--- src/rtl/bf_pkg.sv ---
`default_nettype none
// ============================================================================
// Module      : bf_pkg
// Description : Shared definitions for the Brainfuck execution core.
//               Contents:
//                 - ASCII opcode byte constants
//                 - core state enum
//                 - bracket-scan direction enum
//                 - helper that flags opcodes needing a data read
// Revision    : 1.0 - initial release
// ============================================================================
package bf_pkg;

  localparam logic [7:0] OP_INC_DP = 8'h3E;  // '>'
  localparam logic [7:0] OP_DEC_DP = 8'h3C;  // '<'
  localparam logic [7:0] OP_INC    = 8'h2B;  // '+'
  localparam logic [7:0] OP_DEC    = 8'h2D;  // '-'
  localparam logic [7:0] OP_OUT    = 8'h2E;  // '.'
  localparam logic [7:0] OP_JZ     = 8'h5B;  // '['
  localparam logic [7:0] OP_JNZ    = 8'h5D;  // ']'
  localparam logic [7:0] OP_END    = 8'h00;  // program terminator

  typedef enum logic [2:0] {
    ST_FETCH      = 3'd0,
    ST_DECODE     = 3'd1,
    ST_EXEC       = 3'd2,
    ST_SCAN_FETCH = 3'd3,
    ST_SCAN_CHECK = 3'd4,
    ST_HALT       = 3'd5
  } state_t;

  typedef enum logic {
    DIR_FWD  = 1'b0,
    DIR_BACK = 1'b1
  } dir_t;

  // Opcodes whose execution depends on the current data cell.
  function automatic logic needs_data(input logic [7:0] op);
    return (op == OP_INC) || (op == OP_DEC) || (op == OP_OUT) ||
           (op == OP_JZ)  || (op == OP_JNZ);
  endfunction

endpackage
`default_nettype wire

--- src/rtl/bf_proc_core.sv ---
`default_nettype none
// ============================================================================
// Module      : bf_proc_core
// Description : Brainfuck execution core. Fetches ASCII instructions from an
//               external synchronous ROM and operates on an external
//               synchronous RAM. Both memories have one cycle of read latency.
// Ports       :
//   clk        - clock
//   rstn       - asynchronous active-low reset
//   en         - clock enable; low freezes everything and masks strobes
//   prog_addr  - ROM address (program counter)
//   prog_ren   - ROM read strobe, data on prog_rval the following cycle
//   prog_rval  - ROM read data
//   data_addr  - RAM address (data pointer), shared read/write
//   data_ren   - RAM read strobe, data on data_rval the following cycle
//   data_wen   - RAM write strobe
//   data_wval  - RAM write data
//   data_rval  - RAM read data
//   stdout     - last output byte, held until the next '.'
//   stdout_en  - one-cycle pulse per '.'
// Revision    : 1.0 - initial release
// ============================================================================
module bf_proc_core
  import bf_pkg::*;
#(
  parameter int DATA_ADDR_WIDTH  = 16,
  parameter int DATA_VALUE_WIDTH = 32,
  parameter int PROG_ADDR_WIDTH  = 16,
  parameter int PROG_VALUE_WIDTH = 8
) (
  input  logic                        clk,
  input  logic                        rstn,
  input  logic                        en,
  output logic [PROG_ADDR_WIDTH-1:0]  prog_addr,
  output logic                        prog_ren,
  input  logic [PROG_VALUE_WIDTH-1:0] prog_rval,
  output logic [DATA_ADDR_WIDTH-1:0]  data_addr,
  output logic                        data_ren,
  output logic                        data_wen,
  output logic [DATA_VALUE_WIDTH-1:0] data_wval,
  input  logic [DATA_VALUE_WIDTH-1:0] data_rval,
  output logic [7:0]                  stdout,
  output logic                        stdout_en
);

  localparam logic [PROG_ADDR_WIDTH-1:0] c_pc_one    = PROG_ADDR_WIDTH'(1);
  localparam logic [PROG_ADDR_WIDTH-1:0] c_pc_zero   = '0;
  localparam logic [DATA_ADDR_WIDTH-1:0] c_dp_one    = DATA_ADDR_WIDTH'(1);
  localparam logic [DATA_VALUE_WIDTH-1:0] c_val_one  = DATA_VALUE_WIDTH'(1);

  state_t                       r_state;
  dir_t                         r_dir;
  logic [PROG_ADDR_WIDTH-1:0]   r_pc;
  logic [DATA_ADDR_WIDTH-1:0]   r_dp;
  logic [PROG_ADDR_WIDTH-1:0]   r_depth;
  logic [7:0]                   r_instr;
  logic [7:0]                   r_stdout;
  logic                         r_stdout_en;

  logic [7:0] w_op;
  logic       w_live;
  logic       w_opens;
  logic       w_closes;

  assign w_op = prog_rval[7:0];

  // Strobes are decoded from state and masked by enable and reset so that a
  // frozen or resetting core never touches either memory.
  assign w_live = en && rstn;

  // During a scan, "opening" means a bracket that nests deeper in the
  // current direction of travel.
  assign w_opens  = (r_dir == DIR_FWD) ? (w_op == OP_JZ)  : (w_op == OP_JNZ);
  assign w_closes = (r_dir == DIR_FWD) ? (w_op == OP_JNZ) : (w_op == OP_JZ);

  assign prog_addr = r_pc;
  assign prog_ren  = w_live && ((r_state == ST_FETCH) || (r_state == ST_SCAN_FETCH));
  assign data_addr = r_dp;
  assign data_ren  = w_live && (r_state == ST_DECODE) && needs_data(w_op);
  assign data_wen  = w_live && (r_state == ST_EXEC) &&
                     ((r_instr == OP_INC) || (r_instr == OP_DEC));
  assign data_wval = (r_instr == OP_DEC) ? (data_rval - c_val_one)
                                         : (data_rval + c_val_one);
  assign stdout    = r_stdout;
  assign stdout_en = r_stdout_en;

  always_ff @(posedge clk or negedge rstn) begin
    if (!rstn) begin
      r_state     <= ST_FETCH;
      r_dir       <= DIR_FWD;
      r_pc        <= '0;
      r_dp        <= '0;
      r_depth     <= '0;
      r_instr     <= '0;
      r_stdout    <= '0;
      r_stdout_en <= 1'b0;
    end else if (en) begin
      r_stdout_en <= 1'b0;
      case (r_state)
        ST_FETCH: begin
          r_state <= ST_DECODE;
        end

        ST_DECODE: begin
          r_instr <= w_op;
          if (w_op == OP_END) begin
            r_state <= ST_HALT;
          end else if (needs_data(w_op)) begin
            r_state <= ST_EXEC;
          end else begin
            if (w_op == OP_INC_DP) r_dp <= r_dp + c_dp_one;
            if (w_op == OP_DEC_DP) r_dp <= r_dp - c_dp_one;
            r_pc    <= r_pc + c_pc_one;
            r_state <= ST_FETCH;
          end
        end

        ST_EXEC: begin
          r_pc    <= r_pc + c_pc_one;
          r_state <= ST_FETCH;
          case (r_instr)
            OP_OUT: begin
              r_stdout    <= data_rval[7:0];
              r_stdout_en <= 1'b1;
            end
            OP_JZ: begin
              if (data_rval == '0) begin
                r_depth <= c_pc_one;
                r_dir   <= DIR_FWD;
                r_state <= ST_SCAN_FETCH;
              end
            end
            OP_JNZ: begin
              if (data_rval != '0) begin
                r_depth <= c_pc_one;
                r_dir   <= DIR_BACK;
                r_pc    <= r_pc - c_pc_one;
                r_state <= ST_SCAN_FETCH;
              end
            end
            default: ;
          endcase
        end

        ST_SCAN_FETCH: begin
          r_state <= ST_SCAN_CHECK;
        end

        ST_SCAN_CHECK: begin
          if ((r_dir == DIR_FWD) && (w_op == OP_END)) begin
            r_state <= ST_HALT;
          end else if (w_closes && (r_depth == c_pc_one)) begin
            // Matching bracket found: resume just past it in either direction.
            r_depth <= '0;
            r_pc    <= r_pc + c_pc_one;
            r_state <= ST_FETCH;
          end else begin
            if (w_opens)       r_depth <= r_depth + c_pc_one;
            else if (w_closes) r_depth <= r_depth - c_pc_one;
            if ((r_dir == DIR_BACK) && (r_pc == c_pc_zero)) begin
              r_state <= ST_HALT;
            end else begin
              r_pc    <= (r_dir == DIR_FWD) ? (r_pc + c_pc_one) : (r_pc - c_pc_one);
              r_state <= ST_SCAN_FETCH;
            end
          end
        end

        ST_HALT: begin
          r_state <= ST_HALT;
        end

        default: begin
          r_state <= ST_FETCH;
        end
      endcase
    end
  end

endmodule
`default_nettype wire

--- config.mk ---
export PLATFORM = sky130hd
export DESIGN_NAME = bf_proc_core
export DESIGN_NICKNAME = d
export VERILOG_FILES = /design/src/rtl/bf_pkg.sv /design/src/rtl/bf_proc_core.sv
export SDC_FILE = /design/constraint.sdc
export NUM_CORES = 1
export LEC_CHECK = 0
export ABC_AREA = 1
export BUFFER_PORTS_ARGS = -buffer_cell sky130_fd_sc_hd__buf_2
export CORE_UTILIZATION = 45
export DETAILED_ROUTE_END_ITERATION = 10
export GPL_ROUTABILITY_DRIVEN = 0
export HOLD_SLACK_MARGIN = 0.1
export PLACE_DENSITY = 0.66
export REMOVE_ABC_BUFFERS = 1
export SYNTH_ARGS = -nofsm -noshare
export SYNTH_HDL_FRONTEND = slang
export SYNTH_SLANG_ARGS = --single-unit
--- constraint.sdc ---
create_clock -name clk -period 6.3 [get_ports clk]
set_clock_uncertainty 0.15 [all_clocks]
set_input_delay 0.945 -clock clk [delete_from_list [all_inputs] [get_ports clk]]
set_output_delay 0.945 -clock clk [all_outputs]
set_load 0.01 [all_outputs]
### After elaboration in Yosys (flattened, before gate mapping)

Index checks and enable logic that the tools add are counted.

* flip-flop bits (word level): 69
* input port bits: 43
* output and inout bits: 76
* word-level logic and storage cells: 113

* add/subtract/negate cells: 8
* equality and inequality tests: 28
* muxes and demuxes: 36
* bitwise gates (word level): 3
* reductions and logical operators: 30

Operator list (count)
* $mux W16: 16
* $eq A8 B6 Y1 const B: 8
* $pmux W16 S2: 2
* $add A16 B1 Y16 const B: 3
* $pmux W16 S3: 1
* $sub A16 B1 Y16 const B: 3
* $add A32 B1 Y32 const B: 1
* $eq A8 B7 Y1 const B: 4
* $logic_not A32 Y1: 1
* $mux W32: 1
* $reduce_bool A32 Y1: 1
* $sub A32 B1 Y32 const B: 1
* $pmux W3 S6: 1
* $eq A16 B1 Y1 const B: 1
* $logic_not A16 Y1: 1
* $mux W3: 4
* $ne A2 B2 Y1 const B: 5
* $reduce_and A5 Y1: 2
* $logic_and A1 B1 Y1: 9
* $ne A3 B3 Y1 const B: 3
* $logic_not A8 Y1: 1
* $reduce_and A7 Y1: 1
* $eq A3 B2 Y1 const B: 2
* $eq A3 B3 Y1 const B: 2
* other kinds (15): 31

### Logic depth before layout (Yosys ltp)

* depth in word-level cells: 8
* mapped depth: 19
* mapped depth without buffers: 18

### Least setup slack after synthesis

No wires, ideal clock.

* path type: in2reg
* start: input port prog_rval[6]
* end: register r_dp[15] (netlist: data_addr[15])
* setup time: 0.122 ns
* arrival time: 3.526 ns
* required time: 6.028 ns
* path slack: 2.502 ns
* cell stages on the path: 15
* buffers on the path: 0
* cell sequence: nand3b_1 nor3_1 inv_1 nor2_1 ha_1 a21oi_1 nand2_1 a21oi_1 o21ai_0 nand2_1 nand2_1 a21oi_1 o21ai_0 nand2_1 nand2_1

* longest elaborated chain between the ends: 7
* elaborated cells on any way between the ends: 17
* classes of those cells: 7 x eq/ne; 1 x mux; 2 x bitwise; 7 x reduce/logical

Ends and longest elaborated chain
* start, declared: RTL line bf_proc_core.sv:36 `input logic [PROG_VALUE_WIDTH-1:0] prog_rval,`
* $eq A8 B6 Y1: RTL line bf_pkg.sv:39 `return (op == OP_INC) || (op == OP_DEC) || (op == OP_OUT) ||`
* $logic_or A1 B1 Y1 (3 in a row): RTL line bf_pkg.sv:39
* $logic_or A1 B1 Y1: RTL line bf_pkg.sv:40 `(op == OP_JZ) || (op == OP_JNZ);`
* $not A1 Y1 (no source line)
* $reduce_and A5 Y1 (no source line)
* end signal, assigned: RTL line bf_proc_core.sv:111 `if (w_op == OP_INC_DP) r_dp <= r_dp + c_dp_one;`
* end signal, assigned: RTL line bf_proc_core.sv:112 `if (w_op == OP_DEC_DP) r_dp <= r_dp - c_dp_one;`
* end, declared: RTL line bf_proc_core.sv:54 `logic [DATA_ADDR_WIDTH-1:0] r_dp;`

Parallel ways exist; a longest one is shown, timed or not.
A chain may end at the register's enable or synchronous reset.

### Worst setup path in the final report

* start: register r_instr[4]
* end: output port data_wval[23]

* longest elaborated chain between the ends: 2

Ends and longest elaborated chain
* start, declared: RTL line bf_proc_core.sv:56 `logic [7:0] r_instr;`
* start signal, assigned: RTL line bf_proc_core.sv:105 `r_instr <= w_op;`
* $eq A8 B6 Y1: RTL line bf_proc_core.sv:82 `assign data_wval = (r_instr == OP_DEC) ? (data_rval - c_val_one)`
* $mux W32: RTL line bf_proc_core.sv:82
* end, declared: RTL line bf_proc_core.sv:40 `output logic [DATA_VALUE_WIDTH-1:0] data_wval,`

No other way between the ends.

==> summary.md <==
| Metric | Value |
|---|---|
| Outcome | complete, no violations |
| Via count | between 8000 and 9000 |
| Core ar. | ~16000 um2 |
| Filler cells | around 1700 |
| Sw Pwr | 0.735 mW |
| Main synth FF type | dfrtp_1 |
| Most common cell after layout, fill and taps aside | nand2_1 |
| Int Power | ~1.0 mW |
| Final setup fails | 0 |
| Share of layout cells above drive strength 1 | approximately an eighth |
| Sw Ratio | between 40% and 50% |
| Slowest-stage cell, CP | nand2_2 |
| Unrepaired setup endpoints after global routing | no |
| Width of the die | approximately 130 um |
| Dpl cell area | around 8200 um2 |
| TritonRoute pass-1 iters | 5 |
| Worst path arrival time | 3790 ps |
| Number of synthesized flops with an enable pin | 0 |
| Post-layout worst setup margin | 1420 ps |
| Combinational power share | between 30% and 40% |
| Final wirelength | around 20000 um |
| DRT antenna net count | 0 |
| Worst-Skew Late Latency | approximately 340 ps |
| DR WL/cell | roughly 13 um |
| Final #Nets | roughly 1400 |
| Worst VDD drop | approximately 0.15 mV |
| Reg2reg start | r_depth[7] |
| Post-detail-place hpwl | roughly 16000 um |
| Die H | roughly 130 um |
| Critical path's largest stage delay | 700 ps |
| Post-synthesis cell area | approximately 7500 um2 |
| CP Capture Type | primary output |
| Fin. Hold Viols | 0 |
| Lkg Pwr | ~4.5 nW |
| Initial antenna violation count | 0 |
| CTS Root Cell | clkbuf_16 |
| Vias in the first global route | between 7000 and 8000 |
| I/O Buffers | 118 |
| Final instance area | 8440 um2 |
| # DRC | 0 |
| CTS tree | yes |
| CTS buffer count | 9 |
| Kind of critical path | register to primary output |
| Post-CTS Hold Fix Bufs | 0 |
| R2R Setup Slk | about 3300 ps |
| Clk sink count | around 70 |
| Largest net degree at the start of global routing | 50 |
| Number of diodes | 0 |
| CP Data Required Time | ~5200 ps |
| I/O pins | between 100 and 150 |
| Cell count of the worst reg-to-reg path | 11 |
| Post-CTS Setup Inserts | 0 |
| Max-slew violation count | 0 |
| Total GRT Usage | between 20 and 25% |
| Share of total power in sequential cells | between 30% and 40% |
| Seq/Total Area, Yosys | a little under a quarter |
| Synthesis Warnings | 0 |
| Most frequent cells in the layout | nand2_1, inv_1, nor2_1 |
| Clock transition at the registers of the reported paths | about 50 ps |
| Gate Count Post-Synth | 1247 |
| F_max | between 200 and 250 MHz |
| Hold Startpoint | stdout[0] |
| Initial core utilization | between 40% and 50% |
| Routed vias/inst | about 5.1 |
| Grt ovf | 0 |
| Mean Syn Cell Area | 6.00 um2 |
| Period utilization | slightly below 80% |
| Initial DRC count | ~410 |
| Clock buffer depth | 2 |
| Max FO, Critical Path | 49 |
| Tightest hold margin | 327 ps |
| Fin crit period | between 4000 and 5000 ps |
| Unique masters post-synth | 45 |
| Slew @ Worst Pin | roughly 970 ps |
| Setup TNS | 0 ps |
| Clock network power share | a little over a quarter |
| #FFs+latches synth | between 60 and 70 |
| Area of the die | around 17000 um2 |
| Hold depth | 2 |
| CP Cell Sequence | inv_1 > nand2_1 > nor2_2 > nand2_2 > inv_2 > nand2_1 > nand2_1 > nand2_1 > inv_1 > nand2_1 > o21ai_0 > inv_1 > nand2_1 > nand2_1 > nand2_1 > buf_2 |
| Fraction of registers with async set/reset | between 90% and 100% |
| Max-cap violations | 0 |
| Hold crit path type | register to register |
| Crit start category | register |
| Worst reg2reg path endpoint | prog_addr[11] |
| H-tree depth | 3 |
| Pwr per Cell Area | around 210 nW/um2 |
| Worst hold endpoint | stdout[0] |
| Global-route wire length before repair | ~34000 um |
| Most frequent cell on the critical path | nand2_1 |
| FP Rows | 46 |
| Pre-CTS worst setup slack | between 1500 and 2000 ps |
| Area Overhead vs Synth | 12.7% |
| # resized after CTS | 0 |
| Relative slew slack | between 30% and 40% |
stage by stage:
stage	std cells	utilization, %	total power [mW]
6_report	1563	52.5	1.78
5_1_grt	1563	52.5	1.94
4_1_cts	1563	52.5	1.80
3_5_place_dp	1547	50.8	1.31
3_3_place_gp	1547	50.8	1.30
2_1_floorplan	1211	-	1.09
worst max path at each step:
stage,to,depth (start not counted),slack [ps],from
2_1_floorplan,data_addr[15],15,2490,prog_rval[6]
3_3_place_gp,data_wval[30],17,1930,r_instr[4]
3_5_place_dp,data_wval[25],17,1830,r_instr[7]
4_1_cts,data_wval[23],16,1440,r_instr[4]
5_1_grt,data_wval[26],15,960,r_instr[4]
6_report,data_wval[23],16,1420,r_instr[4]
area by class of cell:
class / instances / area [um2] / area share, %
Clock buffer: 12 / 256 / 3.04
Tap cell: 216 / 270 / 3.20
Sequential cell: 69 / 1730 / 20.5
Timing Repair Buffer: 120 / 608 / 7.21
Clock inverter: 4 / 22.5 / 0.267
Inverter: 155 / 582 / 6.90
Multi-Input combinational cell: 987 / 4970 / 58.9
metal layers:
layer	wire, um	GRT usage, %
met5	0	0
met4	412	8.25
met3	892	4.03
met2	9280	40.3
met1	9580	33.2
kinds of logic after synthesis:
group,after synthesis,synth area share [%]
multiplexers,1,0.134
buffers and inverters,191,10.5
flip-flops,69,23.1
XOR/XNOR,80,9.36
adder cells (fa/ha/maj),22,3.78
AO/OA/AOI/OAI,167,12.9
AND/OR/NAND/NOR,717,40.2
Yosys cell counts (2+ instances only):
master / instances / area (um2)
nand2_1: 406 / 1520
inv_1: 153 / 574
nor2_1: 130 / 488
nand3_1: 100 / 500
o21ai_0: 87 / 435
dfrtp_1: 69 / 1730
xor2_1: 58 / 508
a21oi_1: 31 / 155
nor3_1: 23 / 115
nand4_1: 22 / 138
xnor2_1: 22 / 193
ha_1: 21 / 263
buf_2: 16 / 80.1
clkbuf_1: 12 / 45.0
a31oi_1: 10 / 62.6
and2_1: 7 / 43.8
nor2_2: 7 / 43.8
o21bai_1: 7 / 52.6
o41ai_1: 7 / 61.3
a41oi_1: 6 / 52.6
buf_6: 5 / 56.3
nand3b_1: 5 / 37.5
or2_2: 5 / 31.3
a21o_1: 4 / 30.0
nand2_2: 4 / 25.0
o2111ai_1: 4 / 35.0
buf_4: 3 / 22.5
nor4_1: 3 / 18.8
o21ai_1: 3 / 15.0
o31ai_1: 2 / 15.0
worst max-delay path: cells and delay by family, from the launching register on:
kind	cells	cell delay, ps
compound gates	1	250
buf+inv	5	1010
simple gates	10	1800
flops	1	380
power by group through the flow:
| stage | Combinational, mW | Clock, mW | Sequential [mW] |
|---|---|---|---|
| 5_1_grt | 0.803 | 0.520 | 0.616 |
| 6_report | 0.697 | 0.482 | 0.601 |
| 3_3_place_gp | 0.692 | 0 | 0.607 |
| 2_1_floorplan | 0.481 | 0 | 0.608 |
| 3_5_place_dp | 0.697 | 0 | 0.609 |
| 4_1_cts | 0.700 | 0.503 | 0.601 |
flip-flops by register name, indices dropped and copies added (netlist names):
signal	flops
stdout_en	1
stdout	8
r_state	3
prog_addr	16
r_dir	1
r_depth	16
r_instr	8
data_addr	16
No activity file was read; power rests on OpenSTA's default activity.
